===== config.mk =====
export PLATFORM = sky130hd
export DESIGN_NAME = mem_port_arbiter_flat
export DESIGN_NICKNAME = d
export VERILOG_FILES = /design/src/rtl/mem_port_arbiter_if.sv /design/src/rtl/mem_port_arbiter.sv /design/src/flat_wrapper.sv
export SDC_FILE = /design/constraint.sdc
export NUM_CORES = 1
export LEC_CHECK = 0
export CAP_MARGIN = 20
export CORE_AREA = 2 2 167 169
export CTS_CLUSTER_SIZE = 25
export DETAILED_ROUTE_END_ITERATION = 8
export DIE_AREA = 0 0 169 171
export PLACE_DENSITY = 0.79
export SYNTH_ARGS = -nofsm -noshare
export SYNTH_HDL_FRONTEND = slang
export SYNTH_SLANG_ARGS = --single-unit

===== constraint.sdc =====
create_clock -name clock -period 16.8 [get_ports clock]
set_clock_uncertainty 0.15 [all_clocks]
set_input_delay 2.52 -clock clock [delete_from_list [all_inputs] [get_ports clock]]
set_output_delay 2.52 -clock clock [all_outputs]
set_load 0.01 [all_outputs]

===== src/rtl/mem_port_arbiter_if.sv =====
// Memory-port arbiter bus bundle.
// Fetch/load-store requesters plus the shared memory port.
interface mem_port_arbiter_if #(
  parameter int ADDR_W = 32,
  parameter int DATA_W = 64
);
  logic              inst_req;
  logic [ADDR_W-1:0] inst_addr;
  logic              inst_grant;
  logic              inst_valid;
  logic [DATA_W-1:0] inst_rdata;

  logic              data_req;
  logic              data_we;
  logic [ADDR_W-1:0] data_addr;
  logic [DATA_W-1:0] data_wdata;
  logic              data_grant;
  logic              data_valid;
  logic [DATA_W-1:0] data_rdata;
  logic              data_misaligned;

  logic [ADDR_W-1:0] mem_addr;
  logic [DATA_W-1:0] mem_wdata;
  logic              mem_wr;
  logic [DATA_W-1:0] mem_rdata;

  logic              busy;

  modport slave (
    input  inst_req, inst_addr,
    output inst_grant, inst_valid, inst_rdata,
    input  data_req, data_we, data_addr, data_wdata,
    output data_grant, data_valid, data_rdata,
    output data_misaligned,
    output mem_addr, mem_wdata, mem_wr,
    input  mem_rdata,
    output busy
  );

  modport master (
    output inst_req, inst_addr,
    input  inst_grant, inst_valid, inst_rdata,
    output data_req, data_we, data_addr, data_wdata,
    input  data_grant, data_valid, data_rdata,
    input  data_misaligned,
    input  mem_addr, mem_wdata, mem_wr,
    output mem_rdata,
    input  busy
  );
endinterface


===== src/rtl/mem_port_arbiter.sv =====
// Round-robin fetch / load-store arbiter for one memory port.
// Sequences each access over a fixed read latency.
module mem_port_arbiter #(
  parameter int ADDR_W      = 32,
  parameter int DATA_W      = 64,
  parameter int MEM_LATENCY = 2
) (
  input logic               clock,
  input logic               reset,
  mem_port_arbiter_if.slave bus
);

  localparam int CW = $clog2(MEM_LATENCY + 1);
  localparam logic [CW-1:0] CNT_LAST = CW'(MEM_LATENCY - 1);

  typedef enum logic [1:0] {
    IDLE,
    BUSY,
    RESP
  } state_e;

  state_e            state_q, state_d;
  logic              rr_last_q, rr_last_d;
  logic              owner_q, owner_d;
  logic [ADDR_W-1:0] addr_q, addr_d;
  logic              we_q, we_d;
  logic [DATA_W-1:0] wdata_q, wdata_d;
  logic              err_q, err_d;
  logic [CW-1:0]     cnt_q, cnt_d;
  logic [DATA_W-1:0] inst_rdata_q, inst_rdata_d;
  logic [DATA_W-1:0] data_rdata_q, data_rdata_d;

  logic pick_data;
  logic inst_grant;
  logic data_grant;
  logic in_busy;
  logic in_resp;

  // owner/rr_last encoding: 0 = fetch, 1 = load/store
  // Next-state, access latching and combinational grants
  always_comb begin
    state_d      = state_q;
    rr_last_d    = rr_last_q;
    owner_d      = owner_q;
    addr_d       = addr_q;
    we_d         = we_q;
    wdata_d      = wdata_q;
    err_d        = err_q;
    cnt_d        = cnt_q;
    inst_rdata_d = inst_rdata_q;
    data_rdata_d = data_rdata_q;
    pick_data    = 1'b0;
    inst_grant   = 1'b0;
    data_grant   = 1'b0;
    unique case (state_q)
      IDLE: begin
        pick_data = bus.data_req &&
                    (!bus.inst_req || !rr_last_q);
        if (!reset && (bus.inst_req || bus.data_req)) begin
          inst_grant = !pick_data;
          data_grant = pick_data;
          owner_d    = pick_data;
          rr_last_d  = pick_data;
          cnt_d      = '0;
          if (pick_data) begin
            addr_d  = bus.data_addr;
            we_d    = bus.data_we;
            wdata_d = bus.data_wdata;
            err_d   = (bus.data_addr[2:0] != 3'b000);
          end else begin
            addr_d  = bus.inst_addr;
            we_d    = 1'b0;
            wdata_d = '0;
            err_d   = 1'b0;
          end
          state_d = err_d ? RESP : BUSY;
        end
      end
      BUSY: begin
        cnt_d = cnt_q + CW'(1);
        if (cnt_q == CNT_LAST) begin
          state_d = RESP;
          if (!we_q) begin
            if (owner_q) data_rdata_d = bus.mem_rdata;
            else         inst_rdata_d = bus.mem_rdata;
          end
        end
      end
      RESP: begin
        state_d = IDLE;
      end
      default: begin
        state_d = IDLE;
      end
    endcase
  end

  // State and latched-access registers
  always_ff @(posedge clock or posedge reset) begin
    if (reset) begin
      state_q      <= IDLE;
      rr_last_q    <= 1'b0;
      owner_q      <= 1'b0;
      addr_q       <= '0;
      we_q         <= 1'b0;
      wdata_q      <= '0;
      err_q        <= 1'b0;
      cnt_q        <= '0;
      inst_rdata_q <= '0;
      data_rdata_q <= '0;
    end else begin
      state_q      <= state_d;
      rr_last_q    <= rr_last_d;
      owner_q      <= owner_d;
      addr_q       <= addr_d;
      we_q         <= we_d;
      wdata_q      <= wdata_d;
      err_q        <= err_d;
      cnt_q        <= cnt_d;
      inst_rdata_q <= inst_rdata_d;
      data_rdata_q <= data_rdata_d;
    end
  end

  assign in_busy = (state_q == BUSY);
  assign in_resp = (state_q == RESP);

  assign bus.inst_grant      = inst_grant;
  assign bus.data_grant      = data_grant;
  assign bus.inst_valid      = in_resp && !owner_q;
  assign bus.data_valid      = in_resp && owner_q;
  assign bus.data_misaligned = in_resp && owner_q && err_q;
  assign bus.inst_rdata      = inst_rdata_q;
  assign bus.data_rdata      = data_rdata_q;
  assign bus.mem_addr        = in_busy ? addr_q : '0;
  assign bus.mem_wdata       = in_busy ? wdata_q : '0;
  assign bus.mem_wr          = in_busy && we_q &&
                               (cnt_q == '0);
  assign bus.busy            = (state_q != IDLE);

endmodule


===== src/flat_wrapper.sv =====
// flat-port wrapper written by rule: the top's interface ports become plain ports
module mem_port_arbiter_flat 
#(
  parameter int ADDR_W      = 32,
  parameter int DATA_W      = 64,
  parameter int MEM_LATENCY = 2
)
  (clock, reset, bus_inst_req, bus_inst_addr, bus_inst_grant, bus_inst_valid, bus_inst_rdata, bus_data_req, bus_data_we, bus_data_addr, bus_data_wdata, bus_data_grant, bus_data_valid, bus_data_rdata, bus_data_misaligned, bus_mem_addr, bus_mem_wdata, bus_mem_wr, bus_mem_rdata, bus_busy);
  mem_port_arbiter_if #(.ADDR_W(ADDR_W), .DATA_W(DATA_W)) bus_i ();
  input logic clock;
  input logic reset;
  input wire logic [$bits(bus_i.inst_req)-1:0] bus_inst_req;
  input wire logic [$bits(bus_i.inst_addr)-1:0] bus_inst_addr;
  output wire logic [$bits(bus_i.inst_grant)-1:0] bus_inst_grant;
  output wire logic [$bits(bus_i.inst_valid)-1:0] bus_inst_valid;
  output wire logic [$bits(bus_i.inst_rdata)-1:0] bus_inst_rdata;
  input wire logic [$bits(bus_i.data_req)-1:0] bus_data_req;
  input wire logic [$bits(bus_i.data_we)-1:0] bus_data_we;
  input wire logic [$bits(bus_i.data_addr)-1:0] bus_data_addr;
  input wire logic [$bits(bus_i.data_wdata)-1:0] bus_data_wdata;
  output wire logic [$bits(bus_i.data_grant)-1:0] bus_data_grant;
  output wire logic [$bits(bus_i.data_valid)-1:0] bus_data_valid;
  output wire logic [$bits(bus_i.data_rdata)-1:0] bus_data_rdata;
  output wire logic [$bits(bus_i.data_misaligned)-1:0] bus_data_misaligned;
  output wire logic [$bits(bus_i.mem_addr)-1:0] bus_mem_addr;
  output wire logic [$bits(bus_i.mem_wdata)-1:0] bus_mem_wdata;
  output wire logic [$bits(bus_i.mem_wr)-1:0] bus_mem_wr;
  input wire logic [$bits(bus_i.mem_rdata)-1:0] bus_mem_rdata;
  output wire logic [$bits(bus_i.busy)-1:0] bus_busy;
  assign bus_i.inst_req = bus_inst_req;
  assign bus_i.inst_addr = bus_inst_addr;
  assign bus_inst_grant = bus_i.inst_grant;
  assign bus_inst_valid = bus_i.inst_valid;
  assign bus_inst_rdata = bus_i.inst_rdata;
  assign bus_i.data_req = bus_data_req;
  assign bus_i.data_we = bus_data_we;
  assign bus_i.data_addr = bus_data_addr;
  assign bus_i.data_wdata = bus_data_wdata;
  assign bus_data_grant = bus_i.data_grant;
  assign bus_data_valid = bus_i.data_valid;
  assign bus_data_rdata = bus_i.data_rdata;
  assign bus_data_misaligned = bus_i.data_misaligned;
  assign bus_mem_addr = bus_i.mem_addr;
  assign bus_mem_wdata = bus_i.mem_wdata;
  assign bus_mem_wr = bus_i.mem_wr;
  assign bus_i.mem_rdata = bus_mem_rdata;
  assign bus_busy = bus_i.busy;
  mem_port_arbiter #(.ADDR_W(ADDR_W), .DATA_W(DATA_W), .MEM_LATENCY(MEM_LATENCY)) u_core (.clock(clock), .reset(reset), .bus(bus_i));
endmodule

After elaboration in Yosys (flattened, before gate mapping)
Index checks and enable logic that the tools add are counted.
- flip-flop bits (word level): 231
- input port bits: 197
- output and inout bits: 231
- logic and storage cells: 58
- add/subtract/negate cells: 1
- equality and inequality tests: 5
- multiplexer cells: 18
- bitwise operators: 2
- reduce and logical (&&, ||, !) cells: 23
- operators with widths (cell ; number):
    $mux W64 ; 2
    $mux W32 ; 2
    $mux W1 ; 8
    $mux W2 ; 4
    $pmux W2 S2 ; 2
    $reduce_and A4 Y1 ; 2
    $logic_and A1 B1 Y1 ; 7
    $reduce_and A2 Y1 ; 3
    $eq A2 B1 Y1 const B ; 2
    $logic_not A1 Y1 ; 4
    $logic_not A2 Y1 ; 2
    $reduce_bool A2 Y1 ; 2
    $reduce_bool A3 Y1 ; 1
    $add A2 B1 Y2 const B ; 1
    $eq A2 B2 Y1 const B ; 1
    $logic_or A1 B1 Y1 ; 2
    $ne A2 B1 Y1 const B ; 1
    $ne A2 B2 Y1 const B ; 1
    $not A1 Y1 ; 2

Logic depth before layout (Yosys ltp)
- depth after elaboration: 9
- gate-level depth with buffers: 6
- depth with buffers taken out: 4

Least setup slack after synthesis
Ideal clock, no wire load.
- kind: input -> output
- start point: in bus_data_req
- end point: out bus_inst_grant
- arrival: 3234 ps
- required time: 14130 ps
- setup slack: 10896 ps
- stages on the path: 2
- buffers on the path: 1
- cell sequence: a2111oi_4 > buf_6
- word-level cells in the longest chain between the ends: 4
- elaborated cells on any way between the ends: 6
- those cells by class: mux: 2; reduce/logical: 4
- RTL lines (element ; line ; text):
    start: declaration ; flat_wrapper.sv:17 ; input wire logic [$bits(bus_i.data_req)-1:0] bus_data_req;
    $logic_and A1 B1 Y1 / $logic_or A1 B1 Y1 (equally long branches) ; mem_port_arbiter.sv:57, mem_port_arbiter.sv:59 ;
    $logic_not A1 Y1 / $logic_and A1 B1 Y1 (equally long branches) ; mem_port_arbiter.sv:60, mem_port_arbiter.sv:59 ;
    $mux W1 * ; mem_port_arbiter.sv:59 ; if (!reset && (bus.inst_req || bus.data_req)) begin
    $mux W1 * ; mem_port_arbiter.sv:55 ; unique case (state_q)
    end: declaration ; flat_wrapper.sv:14 ; output wire logic [$bits(bus_i.inst_grant)-1:0] bus_inst_grant;
Mark *: on every way between the ends. The rest lies on a longest branch, timed or not.

Worst setup path in the final report
- start point: in reset
- end point: out bus_data_grant
- word-level cells in the longest chain between the ends: 4
- RTL lines (element ; line ; text):
    start: declaration ; flat_wrapper.sv:11 ; input logic reset;
    $logic_not A1 Y1 ; mem_port_arbiter.sv:59 ;
    $logic_and A1 B1 Y1 ; mem_port_arbiter.sv:59 ;
    $mux W1 ; mem_port_arbiter.sv:59 ;
    $mux W1 ; mem_port_arbiter.sv:55 ;
    end: declaration ; flat_wrapper.sv:21 ; output wire logic [$bits(bus_i.data_grant)-1:0] bus_data_grant;
No other way between the ends.

==> results.py <==
metrics = {
    "clocking": {
        "path_clk_slew_ns": 0.06,
        "cts.repair.resized": 0,
        "htreeDepth": 1,
        "cts_tree": "yes",
        "post_cts_buffers": 0,
        "clock-root-buffer": "clkbuf_16",
        "cts_buffers": 24,
        "cts_hold_buf": 0,
        "clk_path_buf_depth": 3,
        "clock_latency_ns": 0.51,
        "clock-sinks": 231,
    },
    "logic_synthesis": {
        "yosysUniqueCellTypes": 32,
        "synth.largest_area_cell": "dfrtp_1",
        "synth_seq_cells": 231,
        "syn_inst": 670,
        "synth_most_common_cell": "dfrtp_1",
        "synthArstFlopShare_pct": 100,
        "synth_common_cells": "231 x dfrtp_1, 120 x mux2_1, 98 x and2_1, 66 x a22o_1, 33 x and3_1",
        "ys.flop_type": "dfrtp_1",
        "synth_area_leaders": "dfrtp_1 61%, mux2_1 14%, and2_1 6.5%, a22o_1 6.1%, a221o_1 3.4%",
        "synth_enable_flop_cells": 0,
        "synth_area_mm2": 0.00946,
        "yosys_warnings": 0,
        "syn_nets": 869,
        "synth.avg_cell_area_um2": 14.1,
        "ys_seq_area_share_pct": 61.1,
        "synth_top_area_share_pct": 61.1,
    },
    "sta": {
        "rsz0062_at_grt": "false",
        "fin_crit_sh_pct": 46.6,
        "fin_setup_tns_ns": 0,
        "worst_pin_slew_ns": 0.958,
        "hold_viol_final": 0,
        "fmax_mhz": 128,
        "fin_crit_ns": 7.83,
        "setup_violations": 0,
        "relSlewSlack_pct": 36.2,
        "maxSlewViolCount": 0,
    },
    "routing": {
        "via_per_inst": 4.91,
        "ant_nets": 0,
        "drtPass1Iterations": 4,
        "vias": 7088,
        "wl_um": 27400,
        "drt_iter0_drc": 395,
        "drc_errors": 0,
        "wl_per_cell_um": 19.0,
    },
    "floorplan": {
        "rows": 61,
        "floorplan.initialDensity_pct": 34.6,
        "die_area_mm2": 0.0289,
        "dieHeight_um": 171,
        "die_w_um": 169,
        "pin_count": 428,
        "core_mm2": 0.0273,
    },
    "worst_hold_path": {
        "whs_endpoint": "u_core.bus.inst_rdata[6]",
        "hold_class": "reg -> reg",
        "hold_depth": 1,
        "hold_start": "u_core.bus.inst_rdata[6]",
    },
    "worst_setup_path": {
        "crit_path_top_delay_cell": "clkdlybuf4s50_1",
        "worstSetupEndpointType": "output port",
        "reg2reg_to": "u_core.bus.data_rdata[52]",
        "critPathLaunchType": "input pin",
        "worstReg2RegStart": "u_core.state_q[0]",
        "critPathMaxStageDelay_ns": 0.67,
        "cp.depth": 6,
        "critPathTopFamily": "buffers and inverters",
        "reg2reg_depth": 4,
        "worstPathRequired_ns": 14.13,
        "crit_type": "in -> out",
        "critPathBufInv": 4,
        "reg2reg_setup_slack_ns": 14.07,
        "path_cells": "clkdlybuf4s50_1 > nor3_2 > buf_4 > and2_2 > buf_4 > clkdlybuf4s50_1",
        "worst-path-max-fanout": 66,
        "critPathArrivalTime_ns": 5.16,
    },
    "status": {
        "status": "finished clean",
    },
    "global_route": {
        "grt_pass1_vias": 7208,
        "grt_remaining_overflow": 0,
        "grt.total_usage_pct": 17.9,
        "grt_pass1_wl_um": 41000,
        "grt_max_degree": 88,
        "grt_antenna_before_repair": 1,
    },
    "pwr": {
        "p_clk_share_pct": 21.4,
        "power_switching_w": 0.000794,
        "comb_power_share_pct": 40.9,
        "irDropWorstVdd_v": 0.0000643,
        "power_w": 0.00258,
        "power.density_mw_per_mm2": 174,
        "swShare_pct": 30.8,
        "intPower_w": 0.00178,
        "leakage_nw": 6.40,
        "seqPwrFrac_pct": 37.7,
    },
    "layout": {
        "fillCellCount": 2292,
        "n_antenna_cell": 0,
        "drive_gt1_share_pct": 6.38,
        "fin_nets": 1281,
        "syn_to_final_growth_pct": 56.5,
    },
    "place": {
        "portBuffers": 427,
        "gp_congestion": 0.805,
        "dp_hpwl_um": 19900,
    },
    "flow_run": {
        "drv_cap": 0,
    },
}
==> power by group through the flow <==
| stage | Sequential, W | Combinational (W) | Clock, W |
|---|---|---|---|
| after floorplan | 0.00102 | 0.000423 | 0 |
| after global placement | 0.000964 | 0.00104 | 0 |
| after detailed placement | 0.000977 | 0.00107 | 0 |
| after CTS | 0.000971 | 0.00107 | 0.000567 |
| after global routing | 0.00100 | 0.00113 | 0.000590 |
| final | 0.000971 | 0.00105 | 0.000551 |
==> state kept, by name, summed over array words and instances (netlist names) <==
register               flops
u_core.we_q                1
u_core.state_q             2
u_core.rr_last_q           1
u_core.err_q               1
u_core.wdata_q            64
u_core.bus.inst_rdata     64
u_core.cnt_q               2
u_core.addr_q             32
u_core.bus.data_rdata     64
==> worst max-delay path by stage <==
stage	slack [ns]	startpoint	to
6_report	8.97	reset	bus_data_grant
4_1_cts	8.99	reset	bus_data_grant
3_3_place_gp	9.06	reset	bus_data_grant
5_1_grt	8.80	reset	bus_data_grant
2_1_floorplan	7.80	reset	u_core.addr_q[0]
3_5_place_dp	9.00	reset	bus_data_grant
==> per-layer routing <==
metal	part of all wire, %	global-route usage (%)	vias to the layer above
met4	2.7	5.80	0
met5	0	0	-
li1	-	-	3250
met1	39	21.2	3470
met3	8.1	4.77	51
met2	50	31.9	317
==> per-stage QoR <==
step / worst slack (ns) / instance area (um^2) / hold WS, ns / utilization (%) / instances
after floorplan: 7.80 / 9460 / 0.314 / - / 670
after global placement: 9.06 / 14000 / 0.316 / 51.2 / 1402
after detailed placement: 9.00 / 14000 / 0.324 / 51.2 / 1402
after CTS: 8.99 / 14800 / 0.338 / 54.2 / 1443
after global routing: 8.80 / 14800 / 0.347 / 54.2 / 1443
final: 8.97 / 14800 / 0.333 / 54.2 / 1443
==> cell type report <==
class | count | area [um^2] | share of cell area, %
flip-flops and latches | 231 | 5780 | 39.1
clock buffers | 28 | 667 | 4.51
repair buffers | 437 | 4350 | 29.4
well taps | 346 | 433 | 2.93
clock inverters | 13 | 154 | 1.04
multi-input cells | 382 | 3390 | 22.9
inverters | 6 | 30.0 | 0.203
==> placed cells by master (no fill, tap or decap), types with 4 or more instances in the layout <==
cell             count
and3_1              33
and2_1              97
mux2_1             120
inv_1                4
a221o_1             32
clkinv_2             6
mux2_2               9
clkbuf_16           25
a22o_1              66
buf_4               10
clkdlybuf4s50_1    427
dfrtp_1            231
==> cells by family after synthesis <==
family,synth area share (%)
AO/OA/AOI/OAI,10.5
adder cells (fa/ha/maj),0.265
buffers and inverters,3.28
flip-flops,61.1
multiplexers,15.4
AND/OR/NAND/NOR,9.50
Power figures use the tool's default switching activity.
